<file path="src/rtl/mag_packet_serializer.sv">
// Magnetometer packet serializer: frames a timestamped 3-axis packet as a byte stream over valid/ready.
// Optional checksum trailer byte when MAG_SER_CHECKSUM_EN is defined.
module mag_packet_serializer #(
  parameter int          TS_BYTES  = 4,
  parameter logic [7:0]  SYNC_BYTE = 8'hA5,
  parameter logic [7:0]  PKT_ID    = 8'h4D
) (
  input  logic                     CLK_48MHZ,
  input  logic                     RESET,
  input  logic [8*TS_BYTES+47:0]   MDATA_PACKET,
  input  logic                     PACKET_STROBE,
  output logic [7:0]               TX_DATA,
  output logic                     TX_VALID,
  input  logic                     TX_READY,
  output logic                     BUSY,
  output logic [7:0]               DROP_COUNT
);

  localparam int PW = 8*TS_BYTES + 48;
  localparam int FN = 8 + TS_BYTES;
`ifdef MAG_SER_CHECKSUM_EN
  localparam int N  = FN + 1;
`else
  localparam int N  = FN;
`endif
  localparam int IW = $clog2(N);
  localparam logic [IW-1:0] LAST_IDX = IW'(N-1);

  typedef enum logic {IDLE, SEND} state_t;

  state_t          state, state_n;
  logic [PW-1:0]   active, active_n;
  logic [PW-1:0]   pend, pend_n;
  logic            pend_full, pend_full_n;
  logic [IW-1:0]   idx, idx_n;
  logic            busy, busy_n;
  logic [7:0]      drop, drop_n;
  logic [8*FN-1:0] frame;
  logic [7:0]      cur_byte;
  logic            xfer, last_xfer;
`ifdef MAG_SER_CHECKSUM_EN
  logic [7:0]      chk, chk_n;
`endif

  assign frame = {SYNC_BYTE, PKT_ID, active};

  always_comb begin
    cur_byte = 8'h00;
    for (int i = 0; i < FN; i++) begin
      if (idx == IW'(i)) cur_byte = frame[8*(FN-1-i) +: 8];
    end
`ifdef MAG_SER_CHECKSUM_EN
    if (idx == LAST_IDX) cur_byte = chk;
`endif
  end

  assign xfer      = (state == SEND) && TX_READY;
  assign last_xfer = xfer && (idx == LAST_IDX);

  always_comb begin
    state_n     = state;
    active_n    = active;
    pend_n      = pend;
    pend_full_n = pend_full;
    idx_n       = idx;
    drop_n      = drop;
`ifdef MAG_SER_CHECKSUM_EN
    chk_n       = chk;
`endif
    case (state)
      IDLE: begin
        if (PACKET_STROBE) begin
          active_n = MDATA_PACKET;
          idx_n    = '0;
          state_n  = SEND;
`ifdef MAG_SER_CHECKSUM_EN
          chk_n    = 8'h00;
`endif
        end
      end
      SEND: begin
        if (last_xfer) begin
          idx_n = '0;
`ifdef MAG_SER_CHECKSUM_EN
          chk_n = 8'h00;
`endif
          // A strobe landing on the last transfer always finds a slot: no drop.
          if (pend_full) begin
            active_n = pend;
            if (PACKET_STROBE) pend_n = MDATA_PACKET;
            else               pend_full_n = 1'b0;
          end else if (PACKET_STROBE) begin
            active_n = MDATA_PACKET;
          end else begin
            state_n = IDLE;
          end
        end else begin
          if (xfer) begin
            idx_n = idx + 1'b1;
`ifdef MAG_SER_CHECKSUM_EN
            if (idx != '0) chk_n = chk + cur_byte;
`endif
          end
          if (PACKET_STROBE) begin
            if (!pend_full) begin
              pend_n      = MDATA_PACKET;
              pend_full_n = 1'b1;
            end else if (drop != 8'hFF) begin
              drop_n = drop + 8'h01;
            end
          end
        end
      end
      default: state_n = IDLE;
    endcase
    busy_n = (state_n == SEND) || pend_full_n;
  end

  always_ff @(posedge CLK_48MHZ) begin
    if (RESET) begin
      state     <= IDLE;
      active    <= '0;
      pend      <= '0;
      pend_full <= 1'b0;
      idx       <= '0;
      busy      <= 1'b0;
      drop      <= 8'h00;
`ifdef MAG_SER_CHECKSUM_EN
      chk       <= 8'h00;
`endif
    end else begin
      state     <= state_n;
      active    <= active_n;
      pend      <= pend_n;
      pend_full <= pend_full_n;
      idx       <= idx_n;
      busy      <= busy_n;
      drop      <= drop_n;
`ifdef MAG_SER_CHECKSUM_EN
      chk       <= chk_n;
`endif
    end
  end

  assign TX_VALID   = (state == SEND);
  assign TX_DATA    = TX_VALID ? cur_byte : 8'h00;
  assign BUSY       = busy;
  assign DROP_COUNT = drop;

endmodule

</file>
<file path="config.mk">
export PLATFORM = sky130hd
export DESIGN_NAME = mag_packet_serializer
export DESIGN_NICKNAME = d
export VERILOG_FILES = /design/src/rtl/mag_packet_serializer.sv
export SDC_FILE = /design/constraint.sdc
export NUM_CORES = 1
export LEC_CHECK = 0
export BUFFER_PORTS_ARGS = -buffer_cell sky130_fd_sc_hd__buf_2
export CAP_MARGIN = 30
export CELL_PAD_IN_SITES_DETAIL_PLACEMENT = 1
export CELL_PAD_IN_SITES_GLOBAL_PLACEMENT = 1
export CORE_MARGIN = 2
export CORE_UTILIZATION = 39
export CTS_CLUSTER_SIZE = 8
export DETAILED_ROUTE_END_ITERATION = 6
export PLACE_DENSITY_LB_ADDON = 0.1
export SETUP_SLACK_MARGIN = 0.2
export SYNTH_ARGS = -nofsm -noshare
export SYNTH_HDL_FRONTEND = slang
export SYNTH_SLANG_ARGS = --single-unit
</file>
<file path="constraint.sdc">
create_clock -name CLK_48MHZ -period 1.76 [get_ports CLK_48MHZ]
set_input_delay 0 -clock CLK_48MHZ [delete_from_list [all_inputs] [get_ports CLK_48MHZ]]
set_output_delay 0 -clock CLK_48MHZ [all_outputs]
set_load 0.05 [all_outputs]
</file>
# Word-level counts from Yosys, hierarchy flattened
# Index checks and enable logic that the tools add are counted.
[totals]
register_bits = 175
inputBits = 84
[op_classes]
n_addsub = 2
n_eq_ne = 18
muxes = 34
bitwise_logic = 2
reduce_logical = 8
[op_table]
columns = ["cell", "count"]
rows = [
  ["80-bit 2-to-1 mux", 8],
  ["80-bit one-hot mux with 2 select lines", 1],
  ["8-bit 2-to-1 mux", 13],
  ["4-bit by 3-bit equality test with 1-bit output (second input constant)", 4],
  ["4-bit equality test (second input constant)", 4],
  ["4-bit 2-to-1 mux", 3],
  ["5-bit AND reduction", 2],
  ["8-bit by 1-bit adder with 8-bit output (second input constant)", 1],
  ["4-bit by 2-bit equality test with 1-bit output (second input constant)", 2],
  ["8-bit != test (second input constant)", 1],
  ["4-bit one-hot mux with 2 select lines", 1],
  ["1-bit 2-to-1 mux", 7],
  ["2-bit != test (second input constant)", 3],
  ["4-bit by 1-bit adder with 4-bit output (second input constant)", 1],
  ["4-bit by 1-bit equality test with 1-bit output (second input constant)", 1],
  ["4-bit zero test", 1],
  ["2-bit by 1-bit != test with 1-bit output (second input constant)", 2],
  ["3-bit by 1-bit != test with 1-bit output (second input constant)", 1],
  ["1-bit logical AND", 2],
  ["1-bit inverter", 2],
  ["1-bit one-hot mux with 2 select lines", 1],
  ["2-bit AND reduction", 1],
  ["2-bit nonzero test", 1],
  ["1-bit logical OR", 1],
]

# Logic depth before layout (Yosys ltp)
# Gate-level depths: netlist of the first run.
[logic_depth]
depth_word = 14
mapped_depth = 9

# Worst setup path before layout of the first run
# Ideal clock, no wire load.
[synth_path]
path_kind = "register -> output"
startpoint = "register idx[0]"
endpoint = "output TX_DATA[6]"
t_arrival_ns = 2.615
path_slack_ns = -0.855
path_stages_with_launch = 8
path_buffers = 2
cell_sequence = "dfxtp_1 > inv_1 > ha_1 > buf_2 > buf_2 > o31ai_1 > o21ai_0 > a221oi_1"
[synth_between]
elab_chain_len = 13
[synth_rtl]
columns = ["item", "line_no", "text"]
rows = [
  ["start: declaration", "35", "logic [IW-1:0] idx, idx_n;"],
  ["start signal: assignment", "136", "idx <= idx_n;"],
  ["4-bit by 1-bit equality test with 1-bit output", "50", "if (idx == IW'(i)) cur_byte = frame[8*(FN-1-i) +: 8];"],
  ["8-bit 2-to-1 mux (10 in series)", "50", ""],
  ["8-bit 2-to-1 mux (*)", "50", ""],
  ["8-bit 2-to-1 mux (*)", "146", "assign TX_DATA = TX_VALID ? cur_byte : 8'h00;"],
  ["end: declaration", "12", "output logic [7:0] TX_DATA,"],
]
# Mark *: on every way between the ends. The rest lies on a longest branch, timed or not.

# Worst setup path after layout of the first run
[layout_path]
startpoint = "register idx[0]"
endpoint = "output TX_DATA[5]"
[layout_between]
elab_chain_len = 14
[layout_rtl]
columns = ["item", "line_no"]
rows = [
  ["4-bit zero test", "50"],
  ["8-bit 2-to-1 mux (11 in series)", "50"],
  ["8-bit 2-to-1 mux (*)", "50"],
  ["8-bit 2-to-1 mux (*)", "146"],
]
# Marks and branches as above.

==> results list, run 1 <==
* Status: finished with violations
* Violated checks: negative setup slack
- The first global-routing pass estimated 43,600 um of wire.
- When the netlist entered floorplanning its net count stood at 1,147.
* Die Width: 150 um
- Drc violations: 0
* Synthesized-area fraction occupied by and/or/nand/nor cells: 0.245
- After synthesis, the largest family of logic cells by area is compound AO/OA/AOI/OAI gates.
- Crit Path Category: flop to output pin
- The share of the Yosys chip area taken by registers is 0.424.
* CP bufs+invs: 3
- In the global route stage, overall resource usage came out at 0.245.
* Clock tree buffer depth: 2
- In the finished design, the share of the clock period the worst path needs comes to 1.39.
- Share of synthesized registers carrying an async set or reset: 0
* Setup repair after global routing missed its margin: true
- IO Count: 102
- Num rows: 53
- Initial cell density of the core: 0.396
- STA classifies the critical path endpoint as an output pin.
- Fraction of synthesized cell area in xor and xnor cells: 0.0106
- The worst-case IR drop observed on VDD is 0.579 mV.
* Leak Pwr: 4.40 nW
- Number of clock sinks seen by CTS: 175
* Pins over their slew limit: 0
- Most common library cell in the layout ignoring fill and taps: sky130_fd_sc_hd__nand2_1
- Cell total after placement: 1,403
* Avg Cell Area, Syn: 7.81 um2
- Synth warn: 0
- The portion of synthesized area spent on multiplexers is 0.00242.
- Endpoint required time on the critical path: 1.76 ns
- Port Buffer Count: 101
- Critical Path AT: 2.45 ns
- The core region is 20,900 um2.
- Ordered cell list for the critical path: buf_4 > ha_4 > buf_12 > a211o_1 > a32oi_2 > a32oi_2 > o221ai_2 > o31ai_4 > buf_6
* Delay of the slowest critical-path stage: 0.38 ns
- Total routed wirelength: 29,000 um
- Final total power: 9.93 mW
* MaxCap Viol Count: 0
* Detailed router's first-iteration violation count: 324
- Initial antenna violation count: 0
- Most frequent cell on the critical path: sky130_fd_sc_hd__a32oi_2
- Transition time at the pin with the least slew margin: 0.507 ns
- Of the cells placed in the final design, the portion with a size suffix greater than 1 is 0.279.
* Last weighted congestion value of the routability-driven placer: 0.873
- Power density relative to cell area: 838 nW/um2
- Remaining global-route overflow: 0
* Setup violation total in the final timing report: 118
- After filler insertion, the fill cell instance count of the layout stands at 2,437.
- Full die area: 22,400 um2
- The routed layout has 8,510 vias.
- Crit path time final: 2.45 ns
- Area of placed instances: 9540 um2
- The H-tree generated during clock tree synthesis spans 4 levels.
* Nets@finish: 1,344
- Clock tree root buffer cell: sky130_fd_sc_hd__clkbuf_16
- Average vias per placed instance: 5.52
- Antenna Diode Count: 0
- Worst hold margin: 0.202 ns
* Average wire length per cell after detail routing: 18.8 um
* Insertion delay of the later-clocked pin in the worst-skew pair: 0.43 ns
* Most common flop cell mapped by yosys: sky130_fd_sc_hd__dfxtp_1
- Highest achievable clock rate: 0.409 GHz
- Post-synthesis instance area: 8260 um2
* Synth Area in Adders: 0.00757
- Pin count of the biggest net entering global routing: 62
- Of all nets on the critical path, the largest fanout is 9.
* Final ANT Viol Nets: 0
- Number of optimization iterations in the first detailed-route pass: 5
* Max Clock Skew: 0.00823 ns
- The worst pin sits at a relative slew slack of 0.662.
- In the synthesized netlist, the number of instances is 1,058.
- In this run, synthesis inferred 0 flip-flops with an integrated enable.
- Clock tree from TritonCTS: yes
- Flip-flop and latch count after synthesis: 175
- Once layout is done, the placed cells without fillers occupy 11,900 um2.
* Kind of start point of the critical path: flop
- Number of failing hold endpoints at the final stage: 0
- For the final routed database, the setup TNS stands at -11.77 ns.
* Vias in the first global route: 8,388
- Leading cell types in the layout, fill and taps excluded: 177 x sky130_fd_sc_hd__nand2_1, 167 x sky130_fd_sc_hd__dfxtp_1, 98 x sky130_fd_sc_hd__nor2_1
- Broken down by cell family, the worst path's largest delay share belongs to compound AO/OA/AOI/OAI gates.
* Fraction of the mapped netlist area in compound gates: 0.252
* Number of CTS-inserted buffers: 17
* Path type of the worst min-delay path: input port to flop
- Detailed placement finished with a half-perimeter wire length of 17,400 um.
- The slowest stage of the critical path belongs to the cell sky130_fd_sc_hd__dfxtp_4.
- Measured along the y axis, the die boundary spans 150 um.
- Yosys mapped the design onto 50 distinct sky130hd cell types.
* Reg clk slew, reported paths: 0.07 ns
- The count of cells in the finished layout, fillers not included, comes to 1,543.
* Post-layout worst setup margin: -0.687 ns
* Relative area change from synthesis to final layout: 43.4%
## through the flow
step           worst slack (ns)  utilization
3_5_place_dp             -0.603        0.457
3_3_place_gp             -0.597        0.457
2_1_floorplan            0.0268            -
6_report                 -0.687        0.567
5_1_grt                  -0.742        0.567
4_1_cts                  -0.710        0.535
## synth_stat cells (9+ instances only)
cell	instances	area, um2
sky130_fd_sc_hd__nand2_1	179	672
sky130_fd_sc_hd__nand3b_1	84	631
sky130_fd_sc_hd__inv_1	12	45.0
sky130_fd_sc_hd__buf_2	28	140
sky130_fd_sc_hd__nand2b_1	9	56.3
sky130_fd_sc_hd__o21ai_0	93	465
sky130_fd_sc_hd__a211oi_1	80	601
sky130_fd_sc_hd__dfxtp_1	175	3500
sky130_fd_sc_hd__clkbuf_1	62	233
sky130_fd_sc_hd__xor2_1	10	87.6
sky130_fd_sc_hd__a21oi_1	105	526
sky130_fd_sc_hd__and3_1	11	68.8
sky130_fd_sc_hd__nor2_1	100	375
## per-layer routing
metal,part of all wire,track usage
met2,0.49,0.419
met4,0.015,0.0671
met5,0,0
met1,0.47,0.324
met3,0.027,0.0317
## tightest hold or removal path: cells and delay by family
kind                   cells  cell delay, ns
AO/OA/AOI/OAI              1            0.15
buffers and inverters      1            0.13
XOR/XNOR                   1            0.15
AND/OR/NAND/NOR            2            0.17
## power breakdown
group / switching, mW / total [mW] / internal [mW]
Clock: 1.74 / 3.76 / 2.02
Combinational: 0.959 / 1.75 / 0.790
Sequential: 0.199 / 4.42 / 4.22
## flip-flops by register name, summed over array words and instances (netlist names)
| name | flops |
|---|---|
| idx | 4 |
| TX_VALID | 1 |
| BUSY | 1 |
| DROP_COUNT | 8 |
| active | 80 |
| pend | 80 |
| pend_full | 1 |
## logic make-up (layout without fill, tap and decap cells)
group | count (synthesis) | count (layout)
simple gates | 417 | 417
compound gates | 337 | 337
flops | 175 | 175
buf+inv | 112 | 322
xor+xnor | 10 | 10
fa+ha+maj | 5 | 5
mux | 2 | 2
## path summary, 6_finish.rpt
| kind | start | to | slack (ns) | cells past startpoint |
|---|---|---|---|---|
| worst min-delay path | TX_READY | idx[3]$_SDFFE_PP0P_ | 0.20 | 5 |
| worst max-delay path | idx[0]$_SDFFE_PP0P_ | TX_DATA[5] | -0.69 | 9 |
| worst max register to register | idx[0]$_SDFFE_PP0P_ | pend[41]$_SDFFE_PP0P_ | -0.18 | 7 |
| worst min register to register | pend[35]$_SDFFE_PP0P_ | pend[35]$_SDFFE_PP0P_ | 0.45 | 2 |
## final cells by class
type	count	area [um2]	share of cell area
multi-input combinational	771	4910	0.415
sequential	175	3520	0.297
timing repair buffer	278	2440	0.206
clock buffer	19	443	0.0374
tap	275	344	0.0290
clock inverter	13	131	0.0111
inverter	12	56.3	0.00475
## repair_timing
item / CTS / global route
buffers inserted: 9 / 11
endpoints found under the hold margin: 109 / 0
pin swaps: 8 / 25
gates resized for setup: 33 / 108
setup endpoints to repair: 179 / 180
gates cloned: 0 / 5
hold buffers: 83 / 0
Power figures use the tool's default switching activity.
==> inputs of run 2 (changes only) <==
--- a/config.mk
+++ b/config.mk
@@ -13,7 +13,7 @@
 export CORE_UTILIZATION = 39
 export CTS_CLUSTER_SIZE = 8
 export DETAILED_ROUTE_END_ITERATION = 6
-export PLACE_DENSITY_LB_ADDON = 0.1
+export PLACE_DENSITY = 0.82
 export SETUP_SLACK_MARGIN = 0.2
 export SYNTH_ARGS = -nofsm -noshare
 export SYNTH_HDL_FRONTEND = slang
==> run 2 against run 1 <==
  * Non-clock buffer count increased by 87
  * Register-to-register slack got worse by 0.56 ns
  * Clock skew grew 0.033 ns
  * Global-route usage increased by 21 points
  * Sequential power is 4.8% higher
  * Critical endpoint is now TX_DATA[6]
  * Cell count is 5.7% higher
  * Wire length is 120% higher
  * The run ends with design-rule violations, negative setup slack left
==> results list, run 2 (synthesized netlist as in run 1, its figures left out) <==
- The worst path in the final design needs a cycle of 2.86 ns, including I/O delays and setup.
* Portion of the clock cycle consumed by the worst path in the final layout: 1.62
* Max Clock Skew: 0.0409 ns
- The cell that appears most often on the critical path is sky130_fd_sc_hd__buf_6.
- Setup Total Neg Slack: -96.52 ns
* Post-detail-place hpwl: 17,600 um
* Status: finished with violations
- In this run the number of H-tree levels came out at 4.
* Depth of the worst register-to-register path: 4
- Average vias per placed instance: 7.24
- Relative area change from synthesis to final layout: 84.0%
- The count of buffers added on input and output ports is 101.
* Num rows: 53
- Initial antenna violation count: 3
- Including well taps, the total number of placed cells is 1,393.
* Headroom to the max-slew limit: 0.336
- Along the worst path, the maximum fanout reaches 5.
- Insertion delay of the later-clocked pin in the worst-skew pair: 0.51 ns
* Remaining global-route overflow: 0
- Detailed router's first-iteration violation count: 1,722
- Leak Pwr: 5.70 nW
- Across the run, the number of max-cap violations was 0.
* Final ANT Viol Nets: 0
* IR drop worst, VDD: 0.896 mV
- The die covers 22,400 um2.
- The largest single stage delay on the critical path is 0.44 ns.
- Number of clock sinks seen by CTS: 175
- The number of global-route vias before repair came to 11,400.
- Setup violation total in the final timing report: 183
- Clock tree buffer depth: 2
* Number of optimization iterations in the first detailed-route pass: 7
- In this run the cell area measured after placement is 9460 um2.
* Total core area: 20,900 um2
* End of the worst register-to-register path: active[57]$_SDFFE_PP0P_
- The routed layout has 11,800 vias.
* Most common library cell in the layout ignoring fill and taps: sky130_fd_sc_hd__dfxtp_1
- The top cell types in the final layout, fill and taps aside, are 165 x sky130_fd_sc_hd__dfxtp_1, 92 x sky130_fd_sc_hd__buf_2, 87 x sky130_fd_sc_hd__o21ai_0.
- STA puts the critical path data arrival time at 2.86 ns.
* Worst Setup End Kind: output pin
* Nets@finish: 1,431
* Final total power: 12.5 mW
- Drc violations: 7
* Total track usage: 0.458
- Setup slack on the worst flop-to-flop path: -0.74 ns
- For this run, the number of standard cells in the final layout without fillers is 1,631.
* Critical-path top delay cell: sky130_fd_sc_hd__a311oi_1
- The number of hold violations in the final report came to 0.
* Crit Path Category: flop to output pin
- In this run the clock root is driven by a sky130_fd_sc_hd__clkbuf_16.
- Dividing the detail-routed wire length by the instance count gives 39.5 um.
- The worst register-to-register path begins at pend_full$_SDFF_PP0_.
* Die Width: 150 um
- Last weighted congestion value of the routability-driven placer: 0.908
- Setup repair after global routing missed its margin: true
- Fraction of layout cells with a size suffix above 1: 0.526
- Setup crit end: TX_DATA[6]
* Pins over their slew limit: 0
- Transition time at the pin with the least slew margin: 0.986 ns
- Number of CTS-inserted buffers: 17
- Highest achievable clock rate: 0.350 GHz
- Total routed wirelength: 64,400 um
* First-pass GRT wire length: 75,400 um
- After clock tree synthesis, the clock-pin slew on the worst setup and hold paths is 0.08 ns.
- In this run the count of I/O pins placed on the die edge is 102.
- Kind of start point of the critical path: flop
* Clock tree from TritonCTS: yes
- Final Cell Area: 15,200 um2
- The signal on the critical path passes through buf_6 > ha_4 > buf_6 > buf_4 > o21ai_0 > a21oi_1 > a311oi_1 > buf_4 > a221oi_4 > buf_6.
- The min-delay analysis places its worst path in the category input port to flop.
- Start point of the critical path: idx[0]$_SDFFE_PP0P_
* Pin count of the biggest net entering global routing: 93
- The initial utilization of the core area, before any placement, comes to 0.396.
- Post-layout worst setup margin: -1.10 ns
* Die Height: 150 um
* Violated checks: design-rule violations, negative setup slack
* Endpoint required time on the critical path: 1.76 ns
- The tightest hold path in the finished design has a slack of 0.101 ns.
* Power density relative to cell area: 825 nW/um2
## run 2: changes by cell type in the layout (fill, tap and decap cells not counted), sizes merged
cell,before,now
clkinv,4,6
inv,16,13
bufinv,1,3
dlygate4sd3,83,82
diode,0,1
buf,190,280
clkbuf,24,21
## run 2: area by class of cell
cell class,count,area [um2]
antenna,1,2.50
clock buffer,18,429
clock inverter,14,168
fill,2065,5690
inverter,12,56.3
multi-input combinational,771,6310
sequential,175,3520
tap,275,344
timing repair buffer,365,4370
## run 2: worst max-delay path: cells and delay by family, from the launching register on
kind                     cells  cell delay (ns)
AO/OA/AOI/OAI                4             0.98
adder cells (fa/ha/maj)      1             0.18
buffers and inverters        5             0.79
flip-flops                   1             0.39
## run 2: metal layers
metal,part of all wire,track usage,vias up
met5,0.0033,0,-
met1,0.34,0.525,5651
li1,-,-,4332
met3,0.13,0.159,581
met4,0.11,0.295,8
met2,0.42,0.727,1231
## run 2: what timing repair did
action | 4_1_cts | 5_1_grt
hold buffers | 82 | 0
hold endpoints to repair | 83 | 0
buffers inserted | 50 | 25
gates resized for setup | 475 | 136
cloned | 44 | 4
pin swaps | 224 | 50
endpoints found under the setup margin | 180 | 183
## run 2: through the flow
stage	utilization	setup WS (ns)
final	0.728	-1.10
after floorplan	-	0.0268
after global routing	0.728	-1.03
after detailed placement	0.453	-0.317
after CTS	0.687	-0.665
after global placement	0.453	-0.279
## run 2: worst min path at each step
stage                                start               endpoint  slack (ns)  cells after the start
after floorplan            MDATA_PACKET[0]   pend[0]$_SDFFE_PP0P_        0.14                      2
after global placement    MDATA_PACKET[51]  pend[51]$_SDFFE_PP0P_        0.25                      3
after detailed placement  MDATA_PACKET[42]  pend[42]$_SDFFE_PP0P_        0.26                      3
after CTS                    PACKET_STROBE    TX_VALID$_SDFF_PP0_        0.07                      3
after global routing         PACKET_STROBE    TX_VALID$_SDFF_PP0_        0.13                      3
final                                RESET   pend[9]$_SDFFE_PP0P_        0.10                      3
## run 2: where the power goes
part           switching [mW]  total [mW]  leakage (nW)  internal [mW]
clock network            2.15        4.40         0.286           2.24
registers               0.412        4.63          1.44           4.22
logic                    1.96        3.51          3.98           1.55
total                    4.52        12.5          5.70           8.02
